**config.mk**
```make
export PLATFORM = sky130hd
export DESIGN_NAME = mod_button_bank
export DESIGN_NICKNAME = d
export VERILOG_FILES = /design/src/rtl/mod_button_bank.sv
export SDC_FILE = /design/constraint.sdc
export NUM_CORES = 1
export LEC_CHECK = 0
export CORE_MARGIN = 8
export CORE_UTILIZATION = 60
export CTS_CLUSTER_DIAMETER = 60
export DETAILED_ROUTE_END_ITERATION = 8
export PLACE_DENSITY_LB_ADDON = 0.2
export SLEW_MARGIN = 20
export SYNTH_ARGS = -nofsm -noshare
export SYNTH_HDL_FRONTEND = slang
export SYNTH_SLANG_ARGS = --single-unit
```
**constraint.sdc**
```tcl
create_clock -name clk_i -period 3.9 [get_ports clk_i]
set_clock_uncertainty 0.2 [all_clocks]
set_input_delay 1.17 -clock clk_i [delete_from_list [all_inputs] [get_ports clk_i]]
set_output_delay 1.17 -clock clk_i [all_outputs]
set_load 0.005 [all_outputs]
```
**src/rtl/mod_button_bank.sv**
```systemverilog
// Bank of independent debounced push-buttons with press, release
// and long-press pulses; one synchroniser and counter pair per channel.
module mod_button_bank #(
  parameter int CHANNELS     = 4,
  parameter int TIMEOUT      = 100,
  parameter int LONG_TIMEOUT = 1000,
  parameter bit ACTIVE_LOW   = 1'b1
) (
  input  logic                clk_i,
  input  logic                rst_ni,
  input  logic [CHANNELS-1:0] pin_i,
  output logic [CHANNELS-1:0] state_o,
  output logic [CHANNELS-1:0] press_o,
  output logic [CHANNELS-1:0] release_o,
  output logic [CHANNELS-1:0] long_o
);

  localparam int CW = $clog2(TIMEOUT);
  localparam int HW = $clog2(LONG_TIMEOUT);

  localparam logic [CW-1:0] CNT_LAST  = CW'(TIMEOUT - 1);
  localparam logic [HW-1:0] HOLD_LAST = HW'(LONG_TIMEOUT - 1);
  localparam logic [HW-1:0] HOLD_PRE  = HW'(LONG_TIMEOUT - 2);

  for (genvar c = 0; c < CHANNELS; c++) begin : g_ch
    logic          meta;
    logic          raw;
    logic          sync;
    logic          st;
    logic          st_d;
    logic          pr;
    logic          rl;
    logic          lg;
    logic [CW-1:0] cnt;
    logic [HW-1:0] hold;

    always_ff @(posedge clk_i or negedge rst_ni) begin
      if (!rst_ni) begin
        meta <= ACTIVE_LOW;
        raw  <= ACTIVE_LOW;
      end else begin
        meta <= pin_i[c];
        raw  <= meta;
      end
    end

    assign sync = raw ^ ACTIVE_LOW;

    always_ff @(posedge clk_i or negedge rst_ni) begin
      if (!rst_ni) begin
        cnt <= '0;
        st  <= 1'b0;
      end else if (sync == st) begin
        cnt <= '0;
      end else if (cnt == CNT_LAST) begin
        cnt <= '0;
        st  <= ~st;
      end else begin
        cnt <= cnt + 1'b1;
      end
    end

    // Pulses trail the level by one cycle via the delayed copy st_d.
    always_ff @(posedge clk_i or negedge rst_ni) begin
      if (!rst_ni) begin
        st_d <= 1'b0;
        pr   <= 1'b0;
        rl   <= 1'b0;
        lg   <= 1'b0;
        hold <= '0;
      end else begin
        st_d <= st;
        pr   <= st & ~st_d;
        rl   <= ~st & st_d;
        lg   <= st && (hold == HOLD_PRE);
        if (!st) begin
          hold <= '0;
        end else if (hold != HOLD_LAST) begin
          hold <= hold + 1'b1;
        end
      end
    end

    assign state_o[c]   = st;
    assign press_o[c]   = pr;
    assign release_o[c] = rl;
    assign long_o[c]    = lg;
  end

endmodule

```
==> impl_metrics.csv <==
group,metric,value,unit
pwr,p_comb_frac,0.031,
die,initial_utilization,0.6131,
synthesis,avgSynthCellArea,10.41,um^2
cells_and_area,post-route-util,0.6686,
clocking,htreeDepth,3,
synthesis,yosysTopAreaCell,"dfrtp_1",
placement,numPlacedInstances,525,
global_routing,grt_first_pass_wirelength,12440,um
timing,period_share,0.7387,
setup_path,critPathLaunchType,"flop",
placement,hpwl,4826,um
clocking,cts_setup_buffers,0,
setup_path,end_kind,"output port",
global_routing,antenna_found_initial,0,
cells_and_area,design_area,4823,um^2
pwr,total_power,1.696,mW
setup_path,crit_fanout,12,
pwr,vdd_ir_drop_max,245.5,uV
setup_path,worstPathRequired,2.53,ns
timing,setup_viol,0,
timing,period_minus_slack,2.881,ns
die,dieHeight,101.9,um
timing,maxSlewHeadroom,0.6005,
timing,setup_tns,0,ns
cells_and_area,multiInputGateArea,1800,um^2
cells_and_area,most-common-layout-cells,"dfrtp_1 (88), nor2_1 (35), nand2_1 (33), nand3_1 (30), a21oi_1 (30)",
setup_path,slowest_stage,"clkdlybuf4s50_1",
cells_and_area,register_area,2412,um^2
die,rows,31,
clocking,cts_root_buf,"clkbuf_8",
cells_and_area,area_growth,9.052,%
timing,finalWorstSetupSlack,1.019,ns
synthesis,yosys-top-cells-area,"dfrtp_1 (50%), dfstp_2 (4.8%), a21oi_1 (3.4%), ha_1 (3.4%), nand3_1 (3.4%)",
global_routing,overflow,0,
timing,rsz0062_at_grt,"no",
setup_path,critPathBufInv,1,
timing,fmax,347.1,MHz
timing,hold_viol_final,0,
placement,post-place-ws,1.396,ns
cells_and_area,num_antenna_cells,0,
cells_and_area,drive_above_1_share,0.07692,
cells_and_area,nFillCells,558,
hold_path,hp-class,"flop to flop",
setup_path,arrival,1.51,ns
route,drtPass1Iterations,4,
clocking,clk_path_buf_depth,2,
clocking,numCtsBuffers,9,
job,cap_violations,0,
die,chipWidth,101.9,um
pwr,p_switching,0.3805,mW
synthesis,synth_cells,425,
cells_and_area,final_common_cell,"dfrtp_1",
clocking,insertion_delay,0.35,ns
clocking,cts_resized,0,
placement,place_congestion,0.8265,
synthesis,syn-num-nets,443,
timing,whs,0.1590,ns
clocking,holdBufCountCts,0,
synthesis,yosys.cell_types.count,43,
setup_path,reg2reg_slack,2.09,ns
placement,placement.cell_area,4632,um^2
synthesis,synth_top_area_frac,0.4979,
clocking,cts_tree,"built",
synthesis,syn_area,4423,um^2
clocking,clkSinkCount,96,
synthesis,yosys_warnings,0,
route,drt_wl_total,7136,um
pwr,pwr_density_cell,351.6,nW/um^2
pwr,clkPwrFrac,0.365,
run_status,status,"completed",
route,routedWlPerCell,13.19,um
route,via_per_inst,5.660,
setup_path,critPathKind,"flop to output port",
clocking,path_clk_slew,0.09,ns
route,drc,0,
global_routing,grt_pass1_vias,2823,
global_routing,groute.usage.overall,0.1491,
cells_and_area,final_cells,541,
route,dr_total_vias,3062,
route,drt_iter0_drc,116,
global_routing,grt_start_max_net_pins,97,
placement,port_buffers,21,
die,ioPinCount,22,
cells_and_area,nets,455,
pwr,p_leak,1.910,nW
setup_path,critical_path.top_delay_family,"buffers and inverters",
pwr,pwr-share-seq,0.604,
setup_path,crit_chain,"clkdlybuf4s50_1",
synthesis,ys_ff_latch,96,
pwr,p_int,1.315,mW
die,core_area,7214,um^2
timing,drv_slew,0,
die,die-area,10380,um^2
pwr,swShare,0.2243,
synthesis,ys_seq_area_frac,0.5454,
setup_path,slowest_delay,0.59,ns
timing,worst_pin_slew,0.5938,ns
route,ant_nets,0,
sequential cells by signal, indices dropped and copies added, names as in the netlist:
register   flops
g_ch.raw       4
g_ch.st        4
g_ch.st_d      4
g_ch.lg        4
g_ch.rl        4
g_ch.hold     40
g_ch.pr        4
g_ch.cnt      28
g_ch.meta      4
cell type report:
type	count	share of cell area
tap	99	0.02568
multi-input combinational	290	0.3733
inverter	18	0.01401
clock inverter	4	0.005447
clock buffer	12	0.03424
sequential	96	0.5001
timing repair buffer	22	0.04721
cell usage after synthesis:
library cell,instances
mux2i_1,8
xor2_1,15
and4b_1,2
o21ai_1,1
or2_4,1
o31a_2,1
nand4b_1,1
or2_2,1
inv_1,15
ha_1,12
o21ai_0,24
dfstp_2,8
and3_1,1
o31ai_1,16
nand4_2,2
o311a_1,1
clkbuf_2,1
o21ba_2,1
clkinv_1,3
clkbuf_1,2
nand3_1,30
buf_2,2
a2111oi_0,2
nor4b_2,1
nor3_1,3
buf_4,16
or3_1,18
o21bai_1,2
or4_1,11
nor2b_1,4
a41oi_1,1
nand2b_1,8
nand4_1,7
nor4_1,4
nand4bb_1,3
nor2_1,35
dfrtp_1,88
or3b_4,1
a21oi_1,30
nand2_1,33
and2_1,1
a31oi_1,3
xnor2_1,6
per-layer routing:
metal  global-route usage  vias up  part of all wire
met5                    0        -                 0
met3              0.04632        6             0.039
met1               0.1827     1480              0.47
met4              0.05079        0             0.010
li1                     -     1526                 -
met2               0.2445       50              0.49
worst paths after layout:
| kind | start | end | depth (start not counted) |
|---|---|---|---|
| min in group asynchronous | rst_ni | g_ch[3].pr$_DFF_PN0_ | 2 |
| worst max-delay path | g_ch[1].st$_DFFE_PN0P_ | state_o[1] | 1 |
| worst max register to register | g_ch[0].hold[0]$_DFFE_PN0P_ | g_ch[0].hold[8]$_DFFE_PN0P_ | 4 |
| worst min register to register | g_ch[1].meta$_DFF_PN1_ | g_ch[1].raw$_DFF_PN1_ | 0 |
| max in group asynchronous | rst_ni | g_ch[1].meta$_DFF_PN1_ | 2 |
| worst min-delay path | g_ch[1].meta$_DFF_PN1_ | g_ch[1].raw$_DFF_PN1_ | 0 |
kinds of logic after synthesis:
logic type	share of synthesized area
AOI/OAI and AO/OA	0.1098
xor gates and xnor gates	0.04158
and+or+nand+nor	0.2037
adders and majority gates	0.03395
DFF	0.5454
buffers and inverters	0.04752
muxes	0.01811
power groups by stage:
stage	combinational (mW)	clock (mW)	sequential [mW]
6_report	0.0518	0.620	1.02
5_1_grt	0.0622	0.680	1.03
4_1_cts	0.0542	0.645	1.02
3_5_place_dp	0.0540	0	1.04
3_3_place_gp	0.0525	0	1.04
2_1_floorplan	0.0226	0	1.04
(Power assumes the default switching activity.)
